## src/rtl/readout_router_rr.sv

```systemverilog
// readout_router_rr: arbitrates tagged words from NCH source channels into a
// 2^AW-entry FIFO and presents them on a registered output port. Spin-flip
// words (FLIP_TAG) stay on the output until response_in acknowledges them.
// Optional feature macro: ROUTER_RR_EN selects round-robin arbitration.
// Without it, the arbiter uses fixed priority and the lowest index wins.
//
// Handshake: a channel requests while its tag is neither IDLE_TAG nor 0.
// It must hold its word until it sees its in_ack bit high. in_ack is
// combinational, one-hot, and forced to 0 while the FIFO is full. The acked
// word is written into the FIFO on the same rising edge.
module readout_router_rr #(
  parameter int         DW       = 32,
  parameter int         NCH      = 5,
  parameter int         AW       = 2,
  parameter logic [2:0] IDLE_TAG = 3'd5,
  parameter logic [2:0] FLIP_TAG = 3'd6
) (
  input  logic              clk,
  input  logic              rst,
  input  logic [NCH*DW-1:0] din,
  output logic [NCH-1:0]    in_ack,
  input  logic              response_in,
  output logic [DW-1:0]     dout,
  output logic              dout_valid,
  output logic              full,
  output logic              empty,
  output logic [AW:0]       count
);

  localparam int DEPTH = 1 << AW;

  logic [NCH-1:0] req;
  logic [DW-1:0]  push_data;
  logic [AW:0]    wr_ptr;
  logic [AW:0]    rd_ptr;
  logic [DW-1:0]  mem [DEPTH];
  logic           push;
  logic           pop;
  logic           hold;

  // Request decode: a channel requests when its tag is neither idle nor zero.
  always_comb begin
    req = '0;
    for (int i = 0; i < NCH; i++) begin
      req[i] = (din[i*DW + DW - 1 -: 3] != IDLE_TAG) &&
               (din[i*DW + DW - 1 -: 3] != 3'd0);
    end
  end

`ifdef ROUTER_RR_EN
  localparam int LGW = (NCH > 1) ? $clog2(NCH) : 1;

  logic [LGW-1:0] last_grant;
  logic [LGW-1:0] grant_idx;
  logic           grant_any;

  // Round-robin grant: the search starts just after the last granted channel.
  always_comb begin
    int idx;
    in_ack    = '0;
    grant_idx = last_grant;
    grant_any = 1'b0;
    idx       = 0;
    if (!full) begin
      for (int k = 1; k <= NCH; k++) begin
        idx = (int'(last_grant) + k) % NCH;
        if (!grant_any && req[idx]) begin
          grant_any   = 1'b1;
          grant_idx   = LGW'(idx);
          in_ack[idx] = 1'b1;
        end
      end
    end
  end

  // The last-grant pointer moves only when a grant is actually issued.
  always_ff @(posedge clk) begin
    if (rst) begin
      last_grant <= LGW'(NCH - 1);
    end else if (grant_any) begin
      last_grant <= grant_idx;
    end
  end
`else
  // Fixed-priority grant: the lowest requesting index wins. No pointer is kept.
  always_comb begin
    logic found;
    in_ack = '0;
    found  = 1'b0;
    if (!full) begin
      for (int i = 0; i < NCH; i++) begin
        if (!found && req[i]) begin
          found     = 1'b1;
          in_ack[i] = 1'b1;
        end
      end
    end
  end
`endif

  // Mux the granted channel's word onto the FIFO write port.
  always_comb begin
    push_data = '0;
    for (int i = 0; i < NCH; i++) begin
      if (in_ack[i]) begin
        push_data = din[i*DW +: DW];
      end
    end
  end

  assign full  = (wr_ptr[AW] != rd_ptr[AW]) && (wr_ptr[AW-1:0] == rd_ptr[AW-1:0]);
  assign empty = (wr_ptr == rd_ptr);
  assign count = wr_ptr - rd_ptr;

  // A presented flip word blocks the output until it is acknowledged.
  assign hold = dout_valid && (dout[DW-1 -: 3] == FLIP_TAG) && !response_in;
  assign push = |in_ack;
  assign pop  = !empty && !hold;

  // FIFO pointers: the extra MSB distinguishes full from empty.
  always_ff @(posedge clk) begin
    if (rst) begin
      wr_ptr <= '0;
      rd_ptr <= '0;
    end else begin
      if (push) wr_ptr <= wr_ptr + 1'b1;
      if (pop)  rd_ptr <= rd_ptr + 1'b1;
    end
  end

  // FIFO storage is written without reset; the pointers qualify its contents.
  always_ff @(posedge clk) begin
    if (push) begin
      mem[wr_ptr[AW-1:0]] <= push_data;
    end
  end

  // Output register: hold a flip word, else load the FIFO head, else go idle.
  always_ff @(posedge clk) begin
    if (rst) begin
      dout       <= '0;
      dout_valid <= 1'b0;
    end else if (hold) begin
      dout       <= dout;
      dout_valid <= dout_valid;
    end else if (!empty) begin
      dout       <= mem[rd_ptr[AW-1:0]];
      dout_valid <= 1'b1;
    end else begin
      dout       <= '0;
      dout_valid <= 1'b0;
    end
  end

endmodule

```

## config.mk

```make
export PLATFORM = sky130hd
export DESIGN_NAME = readout_router_rr
export DESIGN_NICKNAME = d
export VERILOG_FILES = /design/src/rtl/readout_router_rr.sv
export SDC_FILE = /design/constraint.sdc
export NUM_CORES = 1
export LEC_CHECK = 0
export BUFFER_PORTS_ARGS = -buffer_cell sky130_fd_sc_hd__buf_4
export CAP_MARGIN = 25
export CORE_MARGIN = 4
export CORE_UTILIZATION = 40
export CTS_BUF_LIST = sky130_fd_sc_hd__clkbuf_16
export DETAILED_ROUTE_END_ITERATION = 8
export HOLD_SLACK_MARGIN = 0.08
export MAX_ROUTING_LAYER = met4
export PLACE_DENSITY = 0.7
export SLEW_MARGIN = 20
export SYNTH_ARGS = -nofsm -noshare
export SYNTH_HDL_FRONTEND = slang
export SYNTH_SLANG_ARGS = --single-unit
```

## constraint.sdc

```tcl
create_clock -name clk -period 7.2 [get_ports clk]
set_input_delay 0 -clock clk [delete_from_list [all_inputs] [get_ports clk]]
set_output_delay 0 -clock clk [all_outputs]
set_load 0.005 [all_outputs]
```

---- Yosys cells after proc, flatten, opt, wreduce, memory -nomap -nowiden ----
Memory sizes are Yosys's and may differ from the RTL's. A register that Yosys moved wholly into a read port is not among the register bits.
Index checks and enable logic that the tools add are counted.
word-level totals
  register bits ........................... 39
  memory bits (writable) .................. 128
  input port bits ......................... 163
  output and inout bits ................... 43
  memories kept ........................... 1
memory list
  memory  depth  bits a word  rd ports  clocked after memory_dff  wr ports  line  source
  mem     4      32           1         1                         1         36    logic [DW-1:0] mem [DEPTH];
cells by class
  add/sub/neg operators ................... 3
  eq/ne operators ......................... 9
  multiplexer cells ....................... 24
  reduce and logical (&&, ||, !) cells .... 26
operators with widths
  operator             count
  $mux 32              6
  $mux 1               15
  $ne 3x3->1 const B   5
  $reduce_bool 3->1    5
  $logic_and 1x1->1    13
  $logic_not 1->1      7
  $add 3x1->3 const B  2
  $mux 5               1
  $reduce_or 5->1      1
  $mux 2               2
  $eq 3x3->1           1
  $eq 3x3->1 const B   1
  $sub 3x3->3          1
  $eq 2x2->1           1
  $ne 1x1->1           1

---- Depth between registers and ports, before layout ----
Gate-level depths: netlist of the first run.
  depth after elaboration ................. 25
  mapped depth ............................ 10

---- Worst setup path before layout of the first run ----
No wires, ideal clock.
  path type ............................... register to register
  start point ............................. register wr_ptr[0]
  end point ............................... memory mem[3][0] (enable)
  arrival time ............................ 2.709 ns
  data required time ...................... 6.775 ns
  path slack .............................. 4.066 ns
  stages on the path, launching flop included .. 8
  path buffers ............................ 1
  period minus slack after synthesis ...... 3.134 ns
  cells stage by stage .................... dfxtp_1 > inv_1 > ha_1 > and2_1 > nand2b_1 > buf_4 > inv_4 > a311oi_2
between the ends
  cells in the longest elaborated chain, start to end .. 6
ends and longest elaborated chain
  item                          line  source
  from (decl)                   34    logic [AW:0] wr_ptr;
  from (signal assigned)        126   if (push) wr_ptr <= wr_ptr + 1'b1;
  $eq 2x2->1                    111   assign full = (wr_ptr[AW] != rd_ptr[AW]) && (wr_ptr[AW-1:0] == rd_ptr[AW-1:0]);
  $logic_and 1x1->1             111
  net full                      25    output logic full,
  $mux 5                        90    if (!full) begin
  $reduce_or 5->1               117   assign push = |in_ack;
  $mux 1                        133   if (push) begin
  $mux 1 (implied by the code)  134   mem[wr_ptr[AW-1:0]] <= push_data;
  to (decl)                     36
The timed path passes the listed nets, and every way through them passes these cells.

---- Final worst setup path of the first run ----
  start point ............................. register wr_ptr[0]
  end point ............................... memory mem[3][23] (data pin)
between the ends
  cells in the longest elaborated chain, start to end .. 8
ends and longest elaborated chain
  item                   line  source
  $eq 2x2->1 (*)         111
  $logic_and 1x1->1 (*)  111
  $mux 5 (*)             90
  $mux 32 (4 in series)  105   if (in_ack[i]) begin
  $mux 32 (*)            105
  net push_data[23]      33    logic [DW-1:0] push_data;
The timed path passes the listed nets; every way through them passes the cells marked *.

==> results of run 1 <==
[power by group]
part | total (mW) | internal (mW) | leakage (nW) | switching, mW
registers | 1.55 | 1.43 | 1.53 | 0.126
clock network | 0.818 | 0.457 | 0.284 | 0.361
logic | 1.13 | 0.580 | 2.32 | 0.547
[through the flow]
step                      total power [mW]  area [µm²]  worst slack, ps    util
after floorplan                      2.152        7898             4066       -
after global placement               2.640        9627             3655  0.4946
after detailed placement             2.656        9647             3472  0.4957
after CTS                            3.533       10800             3051  0.5548
after global routing                 3.678       10810             2765  0.5553
final                                3.497       10810             3077  0.5553
[cell families after synthesis]
logic type	after synthesis	share of synthesized area
xor gates and xnor gates	11	0.01505
adders and majority gates	8	0.01362
DFF	169	0.5906
buffers and inverters	60	0.03501
and+or+nand+nor	72	0.04848
AOI/OAI and AO/OA	223	0.2047
muxes	33	0.09252
[synth_stat cells, drive strengths merged (2+ instances only)]
cell type	number	share of area
edfxtp	128	0.49
nor3	2	0.0013
a21oi	54	0.048
and2	7	0.0055
nor2	43	0.020
dfxtp	41	0.10
clkbuf	31	0.015
mux4	32	0.091
o21ai	65	0.041
a22oi	6	0.0057
or2	3	0.0024
inv	10	0.0051
ha	7	0.011
and3	2	0.0017
xnor2	5	0.0065
a32oi	3	0.0033
nor4	3	0.0062
a211oi	2	0.0019
a2111oi	28	0.031
nand2	6	0.0029
o21a	3	0.0029
a211o	26	0.029
a22o	29	0.032
xor2	6	0.0086
buf	19	0.015
[layout make-up]
cell class                      count  share of cell area
Sequential cell                   169              0.4319
Multi-Input combinational cell    347              0.2774
Timing Repair Buffer              276              0.2072
Inverter                           10            0.003705
Clock inverter                     14            0.007410
Clock buffer                       18             0.04168
Tap cell                          265             0.03068
[worst max-delay path: stages, from the launching register on]
cell and delay [ps]:
dfxtp_1 400, inv_1 100, ha_1 310, and2_1 180, nand2b_2 580, o2111ai_4 670, inv_2 780, a21oi_1 110
a21oi_2 160, dlygate4sd3_1 640
[timing repair]
action | CTS | global route
buffers inserted | 0 | 0
endpoints found under the hold margin | 135 | 0
hold buffers | 62 | 0
[routing by layer]
| layer | GRT usage | routed length [µm] | vias to the layer above |
|---|---|---|---|
| met3 | 0.04235 | 1840 | 38 |
| met1 | 0.2797 | 9652 | 2971 |
| met2 | 0.3569 | 11610 | 313 |
| li1 | - | - | 2803 |
| met5 | - | 0 | - |
| met4 | 0.08083 | 596 | 0 |
[sequential cells by signal, summed over array words and instances (netlist names), named ones only]
register,cells
wr_ptr,3
rd_ptr,3
dout,32
dout_valid,1
mem,128
[worst paths after layout]
check	to	slack (ps)	cells past startpoint
setup reg to reg	mem[3][23]	3080	9
hold / removal	mem[2][0]	100	3
setup / recovery	mem[3][23]	3080	9
hold reg to reg	dout[23]	480	1
==> results.py, run 1 <==
metrics = {
    "synthesis": {
        "syn_avg_cell_area_um2": 13.71,
        "netlist_area_um2": 7898,
        "synth_seq_cells": 169,
        "ys_warn_count": 0,
        "synth_edf_count": 128,
        "synth_ff_type": "edfxtp_1",
        "synth_cells": 576,
        "syn_nets": 747,
        "ys_seq_area_frac": 0.5906,
        "synth_cell_types": 52,
        "async_reset_ff_frac": 0,
    },
    "worst_setup_path": {
        "cp-end-kind": "flop",
        "critPathMaxFanout": 36,
        "r2r_start": "wr_ptr[0]",
        "cp.required_ps": 7450,
        "crit_start": "wr_ptr[0]",
        "crit_type": "reg -> reg",
        "critPathArrivalTime_ps": 4380,
        "start_kind": "flop",
    },
    "outcome": {
        "status": "finished clean",
    },
    "floorplanning": {
        "rows": 51,
        "start_util": 0.4058,
        "dieArea_um2": 22060,
        "die_y_um": 148.5,
        "ios": 206,
        "die_w_um": 148.5,
        "coreArea_um2": 19460,
    },
    "sta": {
        "relSlewSlack": 0.3590,
        "period_share": 0.5726,
        "min_period_ps": 4123,
        "timing.hold.ws_ps": 101.7,
        "max_slew.worst_pin.slew_ps": 937.2,
        "setup_viol": 0,
        "hold_viol": 0,
        "fin_setup_tns_ps": 0,
        "maxSlewViolCount": 0,
        "rsz0062_at_grt": "no",
        "fmax_ghz": 0.2426,
        "clock_skew_ps": 9.642,
    },
    "drt": {
        "drc": 0,
        "dr_total_vias": 6125,
        "post_drt_wl_per_cell_um": 21.57,
        "drt_pass1_iterations": 5,
        "drt_wl_total_um": 23700,
        "drt-vias-per-instance": 5.573,
        "final_antenna_net_count": 0,
        "first_iter_violations": 458,
    },
    "clock_network": {
        "cts_resized": 0,
        "cts_buffers": 17,
        "clock-sinks": 169,
        "cts-root-buf": "clkbuf_16",
        "clk_pin_slew_ps": 70,
        "cts_tree": "built",
        "clock_latency_ps": 420,
        "cts_buffer_depth": 2,
        "cts.htree.levels": 4,
    },
    "global_route": {
        "grt_usage": 0.2210,
        "antenna_found_initial": 0,
        "grt_pass1_wl_um": 35360,
        "grt_max_degree": 38,
        "grt_pass1_vias": 6318,
        "grt_overflow": 0,
    },
    "cells_and_area": {
        "diodes": 0,
        "drive_gt1_frac": 0.3909,
        "layout.cells.non_filler": 1099,
        "layout_common_cells": "buf_4, edfxtp_1, o21ai_0, dlygate4sd3_1, nor2_1",
        "area_growth_syn_to_layout_pct": 36.83,
        "layout_commonest_cell": "buf_4",
        "multi_input_area_um2": 2998,
        "nets": 992,
        "nFillCells": 1605,
        "regArea_um2": 4667,
    },
    "hold_path": {
        "worstHoldPathType": "in -> reg",
        "hp-start": "din[128]",
    },
    "placement": {
        "dp.cells": 1004,
        "port_buffers": 205,
        "gp_congestion": 0.8616,
        "dpl.hpwl_um": 15880,
    },
    "power": {
        "peakVddDrop_uv": 272.2,
        "p_leak_nw": 4.143,
        "p_per_area_nw_per_um2": 323.6,
    },
    "job": {
        "drv_cap": 0,
    },
}
(Power assumes the default switching activity.)
==> run 2, diff against run 1 <==
==> constraint.sdc (replaced) <==
create_clock -name clk -period 4.1 [get_ports clk]
set_input_delay 0 -clock clk [delete_from_list [all_inputs] [get_ports clk]]
set_output_delay 0 -clock clk [all_outputs]
set_load 0.005 [all_outputs]
==> results.py, run 2 (synthesized netlist as in run 1, its figures left out) <==
metrics = {
    "worst_setup_path": {
        "crit_type": "reg -> reg",
        "cp-end-kind": "flop",
        "critPathMaxFanout": 35,
        "start_kind": "flop",
        "critPathArrivalTime_ps": 3630,
        "cp.required_ps": 4370,
    },
    "drt": {
        "drt_pass1_iterations": 5,
        "post_drt_wl_per_cell_um": 21.72,
        "drt_wl_total_um": 24000,
        "final_antenna_net_count": 0,
        "dr_total_vias": 6123,
        "first_iter_violations": 502,
        "drt-vias-per-instance": 5.541,
        "drc": 0,
    },
    "global_route": {
        "grt_overflow": 0,
        "antenna_found_initial": 0,
        "grt_usage": 0.2238,
        "grt_max_degree": 36,
        "grt_pass1_vias": 6485,
        "grt_pass1_wl_um": 36000,
    },
    "floorplanning": {
        "rows": 51,
        "coreArea_um2": 19460,
        "ios": 206,
        "dieArea_um2": 22060,
        "start_util": 0.4058,
        "die_y_um": 148.5,
        "die_w_um": 148.5,
    },
    "sta": {
        "setup_viol": 0,
        "clock_skew_ps": 6.865,
        "period_share": 0.8199,
        "hold_viol": 0,
        "maxSlewViolCount": 0,
        "min_period_ps": 3361,
        "rsz0062_at_grt": "no",
        "fmax_ghz": 0.2975,
        "fin_setup_tns_ps": 0,
        "setup_ws_ps": 738.6,
        "max_slew.worst_pin.slew_ps": 1040,
        "relSlewSlack": 0.2891,
    },
    "cells_and_area": {
        "layout_commonest_cell": "buf_4",
        "final_cell_area_um2": 10890,
        "diodes": 0,
        "nets": 998,
        "area_growth_syn_to_layout_pct": 37.93,
        "drive_gt1_frac": 0.3929,
        "largest_reg_flops": 128,
        "layout_common_cells": "buf_4, edfxtp_1, o21ai_0, dlygate4sd3_1, nor2_1",
    },
    "job": {
        "drv_cap": 0,
    },
    "clock_network": {
        "cts_tree": "built",
        "clk_pin_slew_ps": 60,
        "cts.htree.levels": 4,
        "clock_latency_ps": 420,
        "post_cts_buffers": 0,
        "cts_hold_buf": 64,
        "cts-root-buf": "clkbuf_16",
        "cts_buffer_depth": 2,
        "clock-sinks": 169,
        "cts_resized": 0,
        "cts_buffers": 17,
    },
    "power": {
        "p_leak_nw": 4.163,
        "p_per_area_nw_per_um2": 573.9,
        "peakVddDrop_uv": 332.2,
    },
    "placement": {
        "place_area_um2": 9664,
        "gp_congestion": 0.8216,
        "dpl.hpwl_um": 16260,
        "port_buffers": 205,
        "post-place-ws_ps": 1253,
    },
    "hold_path": {
        "worstHoldPathType": "in -> reg",
    },
    "outcome": {
        "status": "finished clean",
    },
}
## run 2: changes by cell type in the layout (fill, tap and decap cells not counted), moves of 3 or more
cell | before | now
inv_1 | 12 | 9
inv_4 | 5 | 1
clkinvlp_4 | 0 | 3
buf_4 | 213 | 217
## run 2: critical path, stage by stage (launching register included)
cell and delay, ps:
dfxtp_1 410, inv_1 110, ha_1 320, and2_1 170, nand2b_2 100, buf_4 380, o2111ai_4 190, inv_2 570
a21oi_1 140, a21oi_2 170, dlygate4sd3_1 620
## run 2: layer usage
metal	share of wire	global-route usage	wire length, µm	up-vias
met2	0.50	0.3649	11930	323
met5	0	-	0	-
li1	-	-	-	2804
met4	0.019	0.07436	450	0
met3	0.087	0.04357	2095	37
met1	0.40	0.2828	9520	2959
## run 2: layout make-up
| class | instances | area (µm²) |
|---|---|---|
| multi-input cells | 347 | 2997 |
| fillers | 1634 | 8569 |
| inverters | 10 | 40.04 |
| flip-flops and latches | 169 | 4667 |
| clock buffers | 17 | 425.4 |
| well taps | 265 | 331.6 |
| clock inverters | 15 | 135.1 |
| repair buffers | 282 | 2297 |
## run 2: per-stage QoR
stage | total power [mW] | hold WS [ps] | utilization | std cells
floorplan | 3.779 | 235.4 | - | 576
detailed placement | 4.675 | 287.6 | 0.4966 | 1008
global route | 6.565 | 102.7 | 0.5597 | 1105
global placement | 4.652 | 279.9 | 0.4966 | 1008
CTS | 6.299 | 83.51 | 0.5583 | 1104
finish | 6.252 | 101.8 | 0.5597 | 1105
## run 2: worst paths after layout
check | startpoint | to | slack [ps] | cells after the start
min | din[97] | mem[3][1] | 100 | 3
max reg2reg | wr_ptr[0] | mem[2][19] | 740 | 10
max | wr_ptr[0] | mem[2][19] | 740 | 10
min reg2reg | dout[20] | dout[20] | 480 | 1
## run 2: power by group
part | total, mW | internal (mW) | switching, mW
logic | 1.97 | 1.03 | 0.938
clock network | 1.51 | 0.884 | 0.631
registers | 2.77 | 2.51 | 0.263
==> run 3, diff against run 2 <==
--- a/config.mk
+++ b/config.mk
@@ -5,6 +5,7 @@
 export SDC_FILE = /design/constraint.sdc
 export NUM_CORES = 1
 export LEC_CHECK = 0
+export ABC_AREA = 1
 export BUFFER_PORTS_ARGS = -buffer_cell sky130_fd_sc_hd__buf_4
 export CAP_MARGIN = 25
 export CORE_MARGIN = 4
==> constraint.sdc (replaced) <==
create_clock -name clk -period 3.2 [get_ports clk]
set_input_delay 0 -clock clk [delete_from_list [all_inputs] [get_ports clk]]
set_output_delay 0 -clock clk [all_outputs]
set_load 0.005 [all_outputs]
==> results.py, run 3 <==
metrics = {
    "synthesis": {
        "synth.top_cells.by_count": "nand2_1, edfxtp_1, nand3_1",
        "synth_seq_cells": 169,
        "syn_avg_cell_area_um2": 9.849,
        "ys_warn_count": 0,
        "yosys.cell_count.top_type": "nand2_1",
        "yosys.area.top_type": "edfxtp_1",
        "netlist_area_um2": 7682,
        "synth_edf_count": 128,
        "synth_cell_types": 31,
        "ys_seq_area_frac": 0.6072,
        "async_reset_ff_frac": 0,
        "synthTopCellsByArea": "edfxtp_1, nand2_1, dfxtp_1",
        "syn_nets": 951,
        "synth_ff_type": "edfxtp_1",
        "synth_cells": 780,
        "synth_top_area_share": 0.5003,
    },
    "sta": {
        "hold_viol": 0,
        "rsz0062_at_grt": "no",
        "min_period_ps": 3010,
        "maxSlewViolCount": 0,
        "period_share": 0.9405,
        "clock_skew_ps": 8.284,
        "max_slew.worst_pin.slew_ps": 928.8,
        "fmax_ghz": 0.3323,
        "setup_viol": 0,
        "fin_setup_tns_ps": 0,
        "relSlewSlack": 0.3801,
    },
    "placement": {
        "gp_congestion": 0.9092,
        "port_buffers": 205,
        "dpl.hpwl_um": 15270,
        "place_area_um2": 9310,
    },
    "floorplanning": {
        "rows": 50,
        "ios": 206,
        "start_util": 0.4093,
        "die_w_um": 146.6,
        "coreArea_um2": 18770,
        "dieArea_um2": 21490,
        "die_y_um": 146.6,
    },
    "global_route": {
        "grt_pass1_wl_um": 34560,
        "grt_overflow": 0,
        "grt_max_degree": 65,
        "grt_pass1_vias": 6635,
        "grtUsageMet3": 0.04687,
        "use_met1": 0.2652,
        "grt_usage": 0.2087,
        "busiest_layer": "met2",
        "antenna_found_initial": 2,
        "grt_util_met2": 0.3263,
    },
    "cells_and_area": {
        "drive_gt1_frac": 0.2491,
        "largest_reg_flops": 128,
        "final_cell_area_um2": 10720,
        "area_growth_syn_to_layout_pct": 39.48,
        "nets": 1214,
        "layout_commonest_cell": "nand2_1",
        "layout_common_cells": "nand2_1, buf_4, edfxtp_1, dlygate4sd3_1, nand3_1",
    },
    "worst_setup_path": {
        "rrSetupSlack_ps": 190,
        "max_stage_delay_ps": 640,
        "crit_top_cell": "nand2_1",
        "crit_type": "reg -> reg",
        "r2r-end": "mem[0][2]",
        "cp-end-kind": "flop",
        "critPathMaxFanout": 34,
        "r2r_start": "wr_ptr[0]",
        "start_kind": "flop",
        "cp.required_ps": 3340,
        "critPathArrivalTime_ps": 3150,
        "cp_cell_sequence": "inv_1, ha_1, nand2_1, inv_1, nand2_4, nand2_1, inv_4, nand2_1, nand2_1, a21oi_1, nand3_1, dlygate4sd3_1",
        "cp_slowest_cell": "dlygate4sd3_1",
        "reg2reg_depth": 12,
    },
    "drt": {
        "drt_wl_total_um": 22130,
        "final_antenna_net_count": 0,
        "drt_pass1_iterations": 7,
        "post_drt_wl_per_cell_um": 17.12,
        "drc": 0,
        "drt-vias-per-instance": 5.203,
        "first_iter_violations": 548,
        "dr_total_vias": 6722,
    },
    "clock_network": {
        "cts-root-buf": "clkbuf_16",
        "post_cts_buffers": 0,
        "cts_tree": "built",
        "cts.htree.levels": 4,
        "cts_buffers": 17,
        "clk_pin_slew_ps": 60,
        "clock_latency_ps": 420,
        "cts_buffer_depth": 2,
        "clock-sinks": 169,
    },
    "hold_path": {
        "worstHoldPathType": "in -> reg",
        "hold_end": "mem[0][3]",
        "hp-start": "din[67]",
        "hold_depth": 3,
    },
    "power": {
        "p_per_area_nw_per_um2": 748.0,
        "p_leak_nw": 4.539,
        "peakVddDrop_uv": 458.5,
    },
    "outcome": {
        "status": "finished clean",
    },
    "job": {
        "drv_cap": 0,
    },
}
==> run 3: worst max path at each step <==
stage / startpoint / endpoint / slack (ps) / cells past startpoint
finish: wr_ptr[0] / mem[0][2] / 190 / 12
global route: wr_ptr[0] / mem[1][18] / 10 / 12
CTS: wr_ptr[0] / mem[2][10] / 140 / 12
detailed placement: wr_ptr[0] / mem[2][25] / 600 / 12
global placement: wr_ptr[0] / mem[2][24] / 630 / 12
floorplan: wr_ptr[0] / mem[0][0] / 790 / 11
==> run 3: report_power, final <==
group,switching [mW],internal [mW],leakage [nW],total [mW]
registers,0.236,3.11,1.55,3.35
clock network,0.789,1.21,0.286,2.00
logic,1.54,1.12,2.70,2.67
total,2.57,5.45,4.54,8.02
==> run 3: logic make-up after synthesis <==
family | share of synthesized area
buffers and inverters | 0.05586
AO/OA/AOI/OAI | 0.1153
XOR/XNOR | 0.002281
AND/OR/NAND/NOR | 0.2054
adder cells (fa/ha/maj) | 0.01401
flip-flops | 0.6072
==> run 3: final cells by class <==
type / count / area, µm²
fill: 1624 / 8053
clock inverter: 15 / 158.9
inverter: 45 / 178.9
clock buffer: 17 / 425.4
multi-input combinational: 519 / 2589
timing repair buffer: 291 / 2400
antenna: 2 / 5.005
tap: 234 / 292.8
sequential: 169 / 4666
==> run 3: metal layers <==
layer / wire (µm) / vias to the layer above
met2: 10660 / 281
met5: 0 / -
li1: - / 3268
met3: 1344 / 44
met1: 9500 / 3129
met4: 615 / 0
==> run 3: per-stage QoR <==
step	hold slack, ps	power, mW	setup slack, ps	cells	util
global placement	271.2	5.828	628.2	1179	0.4961
global route	91.19	8.507	10.57	1292	0.5709
CTS	84.13	8.031	139.7	1289	0.5688
finish	123.0	8.015	190.4	1292	0.5709
floorplan	247.7	4.808	788.1	780	-
detailed placement	268.7	5.886	595.6	1179	0.4961
==> run 3: worst max-delay path, delay by kind of cell (launching register included) <==
family                   cells  cell delay [ps]
buffers and inverters        4             1010
AND/OR/NAND/NOR              6              830
flip-flops                   1              380
adder cells (fa/ha/maj)      1              310
AO/OA/AOI/OAI                1              210
==> run 3: repair_timing <==
item | 4_1_cts | 5_1_grt
resized for setup | 0 | 6
endpoints found under the setup margin | 0 | 100
endpoints found under the hold margin | 132 | 0
hold buffers | 78 | 0
